[config.mk]
export PLATFORM = sky130hd
export DESIGN_NAME = game_timer_scheduler_flat
export DESIGN_NICKNAME = d
export VERILOG_FILES = /design/src/rtl/game_timer_scheduler_if.sv /design/src/rtl/game_timer_scheduler.sv /design/src/flat_wrapper.sv
export SDC_FILE = /design/constraint.sdc
export NUM_CORES = 1
export LEC_CHECK = 0
export CORE_MARGIN = 5
export CORE_UTILIZATION = 45
export DETAILED_ROUTE_END_ITERATION = 10
export GPL_TIMING_DRIVEN = 0
export PLACE_DENSITY = 0.72
export SLEW_MARGIN = 0
export SYNTH_ARGS = -nofsm -noshare
export SYNTH_HDL_FRONTEND = slang
export SYNTH_SLANG_ARGS = --single-unit
[constraint.sdc]
create_clock -name clk -period 4.95 [get_ports clk]
set_input_delay 0.495 -clock clk [delete_from_list [all_inputs] [get_ports clk]]
set_output_delay 0.495 -clock clk [all_outputs]
set_load 0.02 [all_outputs]
[src/rtl/game_timer_scheduler_if.sv]
// Bundle that connects the game timer scheduler to its requesters.
//
// Handshake: req[i] is a one-cycle fire-and-forget pulse with no
// backpressure. duration slice i is sampled in the same cycle as req[i].
// cancel[i] is a one-cycle abort pulse. The scheduler answers with a
// one-cycle done[i] pulse to the owner when its wait ends. busy/grant_id/
// remaining describe the current owner, and state exposes the FSM.
//
// Signals:
//   req       requester -> timer  per-requester request pulse
//   duration  requester -> timer  NUM_REQ packed CNT_W-bit durations
//   cancel    requester -> timer  per-requester abort pulse
//   pause     requester -> timer  freeze prescaler and countdown
//   busy      timer -> requester  timer owned (RUN or FIRE)
//   grant_id  timer -> requester  current owner, valid while busy
//   remaining timer -> requester  ticks left for the owner
//   done      timer -> requester  one-cycle completion pulse
//   tick      timer -> requester  one-cycle game-tick pulse
//   state     timer -> requester  FSM state (0 IDLE, 1 RUN, 2 FIRE)
interface game_timer_scheduler_if #(
  parameter int NUM_REQ = 3,
  parameter int CNT_W   = 11
);
  localparam int ID_W = (NUM_REQ > 1) ? $clog2(NUM_REQ) : 1;

  logic [NUM_REQ-1:0]       req;
  logic [NUM_REQ*CNT_W-1:0] duration;
  logic [NUM_REQ-1:0]       cancel;
  logic                     pause;
  logic                     busy;
  logic [ID_W-1:0]          grant_id;
  logic [CNT_W-1:0]         remaining;
  logic [NUM_REQ-1:0]       done;
  logic                     tick;
  logic [1:0]               state;

  modport master (
    output req, duration, cancel, pause,
    input  busy, grant_id, remaining, done, tick, state
  );

  modport slave (
    input  req, duration, cancel, pause,
    output busy, grant_id, remaining, done, tick, state
  );
endinterface

[src/rtl/game_timer_scheduler.sv]
// Shared countdown timer for the game layer. Several requesters post
// timed waits; one owner at a time is granted round-robin, its duration is
// counted down in game ticks (TICK_DIV clk cycles each), and a one-cycle
// done pulse is returned to that owner.
//
// Ports:
//   clk     system clock
//   resetN  synchronous reset, 1 = reset
//   bus     game_timer_scheduler_if.slave (requests, status, done, tick)
module game_timer_scheduler #(
  parameter int NUM_REQ  = 3,
  parameter int CNT_W    = 11,
  parameter int TICK_DIV = 833333
) (
  input  logic                   clk,
  input  logic                   resetN,
  game_timer_scheduler_if.slave  bus
);
  localparam int ID_W = (NUM_REQ > 1) ? $clog2(NUM_REQ) : 1;
  localparam int PS_W = $clog2(TICK_DIV);
  localparam logic [PS_W-1:0] PS_MAX = PS_W'(TICK_DIV - 1);
  localparam logic [ID_W-1:0] ID_MAX = ID_W'(NUM_REQ - 1);

  typedef enum logic [1:0] {
    IDLE = 2'd0,
    RUN  = 2'd1,
    FIRE = 2'd2
  } state_t;

  state_t             state;
  logic [PS_W-1:0]    ps;
  logic [NUM_REQ-1:0] pending;
  logic [NUM_REQ-1:0] pending_nxt;
  logic [CNT_W-1:0]   dur_q   [NUM_REQ];
  logic [CNT_W-1:0]   dur_nxt [NUM_REQ];
  logic [CNT_W-1:0]   dur_in  [NUM_REQ];
  logic [ID_W-1:0]    rr_ptr;
  logic [ID_W-1:0]    grant_id;
  logic [ID_W-1:0]    winner;
  logic [ID_W-1:0]    rr_next;
  logic               found;
  logic               busy;
  logic [CNT_W-1:0]   remaining;
  logic [NUM_REQ-1:0] done;
  logic               tick;
  logic               owner_cancel;
  logic               owner_req;
  logic [CNT_W-1:0]   owner_dur;

  for (genvar g = 0; g < NUM_REQ; g++) begin : g_unpack
    assign dur_in[g] = bus.duration[g*CNT_W +: CNT_W];
  end

  assign tick         = (ps == PS_MAX) && !bus.pause && (state == RUN);
  assign rr_next      = (grant_id == ID_MAX) ? '0 : grant_id + ID_W'(1);
  assign owner_cancel = bus.cancel[grant_id];
  assign owner_req    = bus.req[grant_id];
  assign owner_dur    = dur_in[grant_id];

  // Round-robin pick: first pending index starting at rr_ptr, wrapping.
  always_comb begin
    logic [ID_W-1:0] idx;
    found  = 1'b0;
    winner = '0;
    idx    = '0;
    for (int k = 0; k < NUM_REQ; k++) begin
      idx = ID_W'((int'(rr_ptr) + k) % NUM_REQ);
      if (!found && pending[idx]) begin
        found  = 1'b1;
        winner = idx;
      end
    end
  end

  // Pending/duration capture. A request from the running owner is a
  // restart handled by the FSM, so it never becomes pending. Cancel is
  // applied last so it wins over a same-cycle request.
  always_comb begin
    pending_nxt = pending;
    for (int i = 0; i < NUM_REQ; i++) dur_nxt[i] = dur_q[i];
    if (state == IDLE && found) pending_nxt[winner] = 1'b0;
    for (int i = 0; i < NUM_REQ; i++) begin
      if (bus.req[i] && !(state == RUN && int'(grant_id) == i)) begin
        pending_nxt[i] = 1'b1;
        dur_nxt[i]     = dur_in[i];
      end
      if (bus.cancel[i]) pending_nxt[i] = 1'b0;
    end
  end

  always_ff @(posedge clk) begin
    if (resetN) begin
      state     <= IDLE;
      ps        <= '0;
      pending   <= '0;
      for (int i = 0; i < NUM_REQ; i++) dur_q[i] <= '0;
      rr_ptr    <= '0;
      grant_id  <= '0;
      busy      <= 1'b0;
      remaining <= '0;
      done      <= '0;
    end else begin
      pending <= pending_nxt;
      for (int i = 0; i < NUM_REQ; i++) dur_q[i] <= dur_nxt[i];
      done <= '0;
      if (!bus.pause) ps <= (ps == PS_MAX) ? '0 : ps + PS_W'(1);

      case (state)
        IDLE: begin
          if (found) begin
            grant_id <= winner;
            busy     <= 1'b1;
            if (dur_q[winner] != '0) begin
              state     <= RUN;
              remaining <= dur_q[winner];
              ps        <= '0;
            end else begin
              // Zero-length wait completes without entering RUN.
              state        <= FIRE;
              remaining    <= '0;
              done[winner] <= 1'b1;
            end
          end
        end

        RUN: begin
          if (owner_cancel) begin
            state     <= IDLE;
            busy      <= 1'b0;
            remaining <= '0;
            rr_ptr    <= rr_next;
          end else if (owner_req) begin
            // Restart overrides any tick this cycle.
            ps <= '0;
            if (owner_dur != '0) begin
              remaining <= owner_dur;
            end else begin
              state          <= FIRE;
              remaining      <= '0;
              done[grant_id] <= 1'b1;
            end
          end else if (tick) begin
            if (remaining == CNT_W'(1)) begin
              state          <= FIRE;
              remaining      <= '0;
              done[grant_id] <= 1'b1;
            end else begin
              remaining <= remaining - CNT_W'(1);
            end
          end
        end

        FIRE: begin
          state  <= IDLE;
          busy   <= 1'b0;
          rr_ptr <= rr_next;
        end

        default: begin
          state <= IDLE;
          busy  <= 1'b0;
        end
      endcase
    end
  end

  assign bus.busy      = busy;
  assign bus.grant_id  = grant_id;
  assign bus.remaining = remaining;
  assign bus.done      = done;
  assign bus.tick      = tick;
  assign bus.state     = state;
endmodule
[src/flat_wrapper.sv]
// flat-port wrapper written by rule: the top's interface ports become plain ports
module game_timer_scheduler_flat 
#(
  parameter int NUM_REQ  = 3,
  parameter int CNT_W    = 11,
  parameter int TICK_DIV = 833333
)
  (clk, resetN, bus_req, bus_duration, bus_cancel, bus_pause, bus_busy, bus_grant_id, bus_remaining, bus_done, bus_tick, bus_state);
  game_timer_scheduler_if #(.NUM_REQ(NUM_REQ), .CNT_W(CNT_W)) bus_i ();
  input  logic clk;
  input  logic resetN;
  input wire logic [$bits(bus_i.req)-1:0] bus_req;
  input wire logic [$bits(bus_i.duration)-1:0] bus_duration;
  input wire logic [$bits(bus_i.cancel)-1:0] bus_cancel;
  input wire logic [$bits(bus_i.pause)-1:0] bus_pause;
  output wire logic [$bits(bus_i.busy)-1:0] bus_busy;
  output wire logic [$bits(bus_i.grant_id)-1:0] bus_grant_id;
  output wire logic [$bits(bus_i.remaining)-1:0] bus_remaining;
  output wire logic [$bits(bus_i.done)-1:0] bus_done;
  output wire logic [$bits(bus_i.tick)-1:0] bus_tick;
  output wire logic [$bits(bus_i.state)-1:0] bus_state;
  assign bus_i.req = bus_req;
  assign bus_i.duration = bus_duration;
  assign bus_i.cancel = bus_cancel;
  assign bus_i.pause = bus_pause;
  assign bus_busy = bus_i.busy;
  assign bus_grant_id = bus_i.grant_id;
  assign bus_remaining = bus_i.remaining;
  assign bus_done = bus_i.done;
  assign bus_tick = bus_i.tick;
  assign bus_state = bus_i.state;
  game_timer_scheduler #(.NUM_REQ(NUM_REQ), .CNT_W(CNT_W), .TICK_DIV(TICK_DIV)) u_core (.clk(clk), .resetN(resetN), .bus(bus_i));
endmodule
-- Word-level counts from Yosys, hierarchy flattened
Memory sizes are Yosys's and may differ from the RTL's.
Index checks and enable logic that the tools add are counted.
- add/subtract/negate cells: 5
- divide/modulo/power cells: 3
- order comparisons: 8
- equal/unequal tests: 15
- multiplexer cells: 73
- bitwise logic cells: 6
- reduce and logical (&&, ||, !) cells: 39
- operators by type and width (cell ; number):
    two-way mux 11 bit ; 15
    two-way mux 20 bit ; 6
    modulo 32 x 3 -> 32 bit, second input constant ; 2
    case mux 20 bit (2 select lines) ; 1
    modulo 3 x 3 -> 32 bit, second input constant ; 1
    two-way mux 2 bit ; 12
    two-way mux 3 bit ; 8
    binary-select mux 11 bit (select 2 bit) ; 1
    case mux 11 bit (2 select lines) ; 1
    nonzero test 11 bit ; 2
    adder 20 x 1 -> 20 bit, second input constant ; 1
    == test 20 bit, second input constant ; 1
    two-way mux 1 bit ; 18
    < comparator 2 x 3 -> 1 bit, second input constant ; 5
    logical AND 1 bit ; 13
    AND reduction 2 bit ; 6
    == test 11 x 1 -> 1 bit, second input constant ; 1
    subtractor 11 x 1 -> 11 bit, second input constant ; 1
    binary-select mux 1 bit (select 2 bit) ; 5
    nonzero test 2 bit ; 5
    == test 2 bit, second input constant ; 4
    != test 4 x 2 -> 1 bit, second input constant ; 2
    case mux 2 bit (2 select lines) ; 2
    zero test 1 bit ; 6
    other kinds (20) ; 30
- flip-flop bits (word level): 44
- bits in writable memories: 33
- input port bits: 42
- output and inout bits: 20
- word-level logic and storage cells: 160
- memories: 1
- memories (name ; words ; bits a word ; read ports ; clocked after memory_dff ; write ports ; RTL line ; text):
    u_core.dur_q ; 3 ; 11 ; 1 ; 0 ; 3 ; game_timer_scheduler.sv:34 ; logic [CNT_W-1:0] dur_q [NUM_REQ];

-- Depth between registers and ports, before layout
- depth after elaboration: 18
- mapped depth: 12

-- Worst setup path after synthesis
No wires, ideal clock.
- kind: flip-flop to flip-flop
- start point: register u_core.rr_ptr[0]
- end point: register u_core.ps[2]
- library setup time: 0.115 ns
- arrival: 2.397 ns
- data required time: 4.835 ns
- setup slack: 2.439 ns
- stages on the path, launching flop included: 12
- path buffers: 2
- clock period less this slack: 2.511 ns
- cell sequence: dfxtp_1 -> inv_1 -> ha_1 -> or3b_2 -> a21o_1 -> a21boi_0 -> a221o_1 -> and4bb_1 -> buf_4 -> o21ai_4 -> buf_6 -> nor2_1
- word-level cells in the longest chain between the ends: 15
- ends and longest elaborated chain (element ; RTL line ; text):
    start: declaration ; game_timer_scheduler.sv:37 ; logic [ID_W-1:0] rr_ptr;
    start signal: assignment ; game_timer_scheduler.sv:131 ; rr_ptr <= rr_next;
    start signal: assignment ; game_timer_scheduler.sv:156 ; rr_ptr <= rr_next;
    branches (longest 13 deep; another with modulo 32 x 3 -> 32 bit) ; -- ;
    two-way mux 20 bit * ; game_timer_scheduler.sv:110 ; if (found) begin
    case mux 20 bit (2 select lines) * ; game_timer_scheduler.sv:108 ; case (state)
    end signal: assignment ; game_timer_scheduler.sv:106 ; if (!bus.pause) ps <= (ps == PS_MAX) ? '0 : ps + PS_W'(1);
    end: declaration ; game_timer_scheduler.sv:31 ; logic [PS_W-1:0] ps;
Every way passes the cells marked *. The select of a mux whose other input is x is not followed.
A chain may end at the register's enable or synchronous reset.

-- Worst setup path after layout
- start point: input bus_pause
- end point: output bus_tick
- word-level cells in the longest chain between the ends: 3
- ends and longest elaborated chain (element ; RTL line ; text):
    start: declaration ; flat_wrapper.sv:15 ; input wire logic [$bits(bus_i.pause)-1:0] bus_pause;
    zero test 1 bit ; game_timer_scheduler.sv:54 ; assign tick = (ps == PS_MAX) && !bus.pause && (state == RUN);
    logical AND 1 bit (2 in series) ; game_timer_scheduler.sv:54 ;
    end: declaration ; flat_wrapper.sv:20 ; output wire logic [$bits(bus_i.tick)-1:0] bus_tick;
No other way between the ends.

==> results.sh <==
export IMPL_worst_slew_pin_slew_ns=0.679
export IMPL_vias=3929
export IMPL_drc=0
export IMPL_antenna_found_initial=0
export IMPL_yosys_area_top_type="edfxtp_1"
export IMPL_nets=589
export IMPL_yosysSeqAreaShare=0.433
export IMPL_cts_tree="yes"
export IMPL_fin_skew_ns=0.0160
export IMPL_dr_first_iter_drc_count=283
export IMPL_setup_viol=0
export IMPL_ir_drop_mv=0.271
export IMPL_grt_pass1_wl_mm=19.9
export IMPL_grt_usage=0.218
export IMPL_wl_per_cell_um=18.4
export IMPL_io_pins=62
export IMPL_fin_util=0.571
export IMPL_initial_core_util=0.465
export IMPL_ff2ff_setup_slack_ns=1.93
export IMPL_row_count=35
export IMPL_clock_fmax_mhz=318
export IMPL_synth_area_leaders="edfxtp_1 (23%), dfxtp_1 (20%), and2_1 (5.5%)"
export IMPL_r2r_end="u_core.bus.remaining[1]$_SDFFE_PP0P_"
export IMPL_r2r_start="u_core.rr_ptr[0]$_SDFFE_PP0P_"
export IMPL_postCtsSetupRepairBufs=0
export IMPL_ys_top_cells_by_count="nor2_1 (54), dfxtp_1 (44), and2_1 (38)"
export IMPL_numCtsBuffers=9
export IMPL_synth_edf_count=33
export IMPL_period_minus_slack_ns=3.14
export IMPL_netlist_area_leader_share=0.229
export IMPL_drv_cap=0
export IMPL_whs_ns=0.518
export IMPL_maxSlewHeadroom=0.548
export IMPL_cp_cell_sequence="clkdlybuf4s50_1, nor2b_1, nand2_1, or4_4, nor2_1, clkdlybuf4s50_1"
export IMPL_grt_max_degree=15
export IMPL_worst_skew_pair_late_latency_ns=0.36
export IMPL_power_density_mw_per_mm2=429
export IMPL_final_antenna_net_count=0
export IMPL_path_max_fanout=5
export IMPL_synth_cells=469
export IMPL_hold_depth=2
export IMPL_grt_ovfl_total=0
export IMPL_synth_seq_cells=77
export IMPL_hold_path_end="u_core.ps[2]$_SDFF_PP0_"
export IMPL_wl_mm=12.4
export IMPL_core_area_mm2=0.00928
export IMPL_clock_path_buffers=2
export IMPL_rsz0062_at_grt="false"
export IMPL_critical_path_arrival_ns=2.65
export IMPL_synth_most_common_cell="nor2_1"
export IMPL_finalMaxSlewViolations=0
export IMPL_status="completed"
export IMPL_dieArea_mm2=0.0117
export IMPL_clock_sinks=77
export IMPL_syn_area_mm2=0.00432
export IMPL_reg2regPathDepth=11
export IMPL_timing_final_crit_share=0.635
export IMPL_crit_top_cell="clkdlybuf4s50_1"
export IMPL_drive_gt1_frac=0.0696
export IMPL_hpwl_mm=9.56
export IMPL_cp_required_ns=4.45
export IMPL_cp_num_cells=6
export IMPL_yosys_warnings=0
export IMPL_n_antenna_cell=0
export IMPL_area_delta_synth_final_pct=22.7
export IMPL_cts_repair_resized=0
export IMPL_critical_path_startpoint="bus_pause"
export IMPL_holdCritStartpoint="u_core.ps[2]$_SDFF_PP0_"
export IMPL_crit_family="buffers and inverters"
export IMPL_critPathLaunchType="input port"
export IMPL_die_w_um=108
export IMPL_drt_vias_per_instance=5.82
export IMPL_final_setup_tns_ns=0
export IMPL_cp_slowest_cell="clkdlybuf4s50_1"
export IMPL_cts_root_buf="clkbuf_8"
export IMPL_multiInputGateArea_mm2=0.00227
export IMPL_hold_buffers=0
export IMPL_end_kind="output port"
export IMPL_ys_async_sr_fraction=0
export IMPL_firstDrtPassIters=5
export IMPL_leakage_nw=1.85
export IMPL_crit_buf_inv=2
export IMPL_hold_violations=0
export IMPL_synth_flop_cell="dfxtp_1"
export IMPL_ys_types=62
export IMPL_numPortBuffers=61
export IMPL_cts_clk_slew_worst_paths_ns=0.08
export IMPL_grt_pass1_vias=3854
export IMPL_die_h_um=108
export IMPL_fillers=864
export IMPL_hold_path_class="register to register"
export IMPL_path_class="input port to output port"
export IMPL_syn_area_per_cell_um2=9.21
export IMPL_htreeDepth=3
export IMPL_place_congestion=0.945
export IMPL_synthesis_nets=517
export IMPL_regArea_mm2=0.00187
export IMPL_cp_slowest_stage_delay_ns=0.63
## where the power goes
part	switching [mW]	leakage, nW	internal, mW
clock network	0.244	0.109	0.265
registers	0.0886	0.716	0.755
logic	0.538	1.02	0.384
## layer usage
layer  global-route usage  wire length, µm  share of wire  up-vias
met4               0.0830              323          0.026        0
li1                     -                -              -     1847
met3               0.0388              866          0.070       27
met2                0.353             5720           0.46      178
met1                0.293             5530           0.44     1877
met5                    0                0              0        -
## through the flow
stage / cell area [µm²] / total power, mW / instances / setup WS (ns)
after CTS: 5300 / 2.26 / 675 / 1.79
after global routing: 5300 / 2.40 / 675 / 1.64
final: 5300 / 2.27 / 675 / 1.81
after floorplan: 4320 / 1.44 / 469 / 2.44
after global placement: 5090 / 1.73 / 659 / 1.83
after detailed placement: 5090 / 1.76 / 659 / 1.80
## registers in the layout, summed over array words and instances (netlist names)
| name | cells |
|---|---|
| u_core.bus.grant_id | 2 |
| u_core.bus.done | 3 |
| u_core.pending | 3 |
| u_core.bus.remaining | 11 |
| u_core.bus.busy | 1 |
| u_core.dur_q | 33 |
| u_core.ps | 20 |
| u_core.bus.state | 2 |
| u_core.rr_ptr | 2 |
## kinds of logic (layout without fill, tap and decap cells)
logic type,count (synthesis),in the layout,share of synthesized area
AND/OR/NAND/NOR,203,203,0.250
AO/OA/AOI/OAI,99,99,0.161
flip-flops,77,77,0.433
buffers and inverters,39,116,0.0403
XOR/XNOR,23,23,0.0466
multiplexers,20,20,0.0463
adder cells (fa/ha/maj),8,8,0.0220
## cell usage in the layout (no fill, tap or decap), types with 4 or more instances in the layout
cell,count
a311oi_1,4
nor3_1,8
o21ai_1,4
edfxtp_1,33
clkdlybuf4s50_1,61
a211oi_1,5
and2_1,38
nand3_1,16
nor2_1,54
buf_2,4
nand2_1,31
ha_1,6
clkbuf_1,19
a22oi_1,8
a21oi_1,25
inv_1,11
o21ai_0,13
nand4_1,5
xor2_1,13
nor4_1,9
a221oi_1,4
clkbuf_8,9
and3_1,7
dfxtp_1,44
nand2b_1,9
o2bb2ai_1,13
nor2b_1,7
xnor2_1,10
mux2i_1,20
## layout make-up
cell class                      instances  share of cell area
Buffer                                 28              0.0250
Multi-Input combinational cell        353               0.429
Clock buffer                           11              0.0288
Tap cell                              129              0.0305
Clock inverter                          5              0.0106
Sequential cell                        77               0.353
Timing Repair Buffer                   61               0.115
Inverter                               11             0.00779
## worst register-to-register path, delay by kind of cell (launching register included)
kind / cells / cell delay, ns
compound gates: 5 / 1.04
buf+inv: 3 / 0.76
simple gates: 2 / 0.41
fa+ha+maj: 1 / 0.38
flops: 1 / 0.34
## how the worst max path moves through the flow
stage	end	slack (ns)
2_1_floorplan	u_core.ps[2]$_SDFF_PP0_	2.44
3_3_place_gp	bus_tick	1.83
3_5_place_dp	bus_tick	1.80
4_1_cts	bus_tick	1.79
5_1_grt	bus_tick	1.64
6_report	bus_tick	1.81
Power figures use the tool's default switching activity.
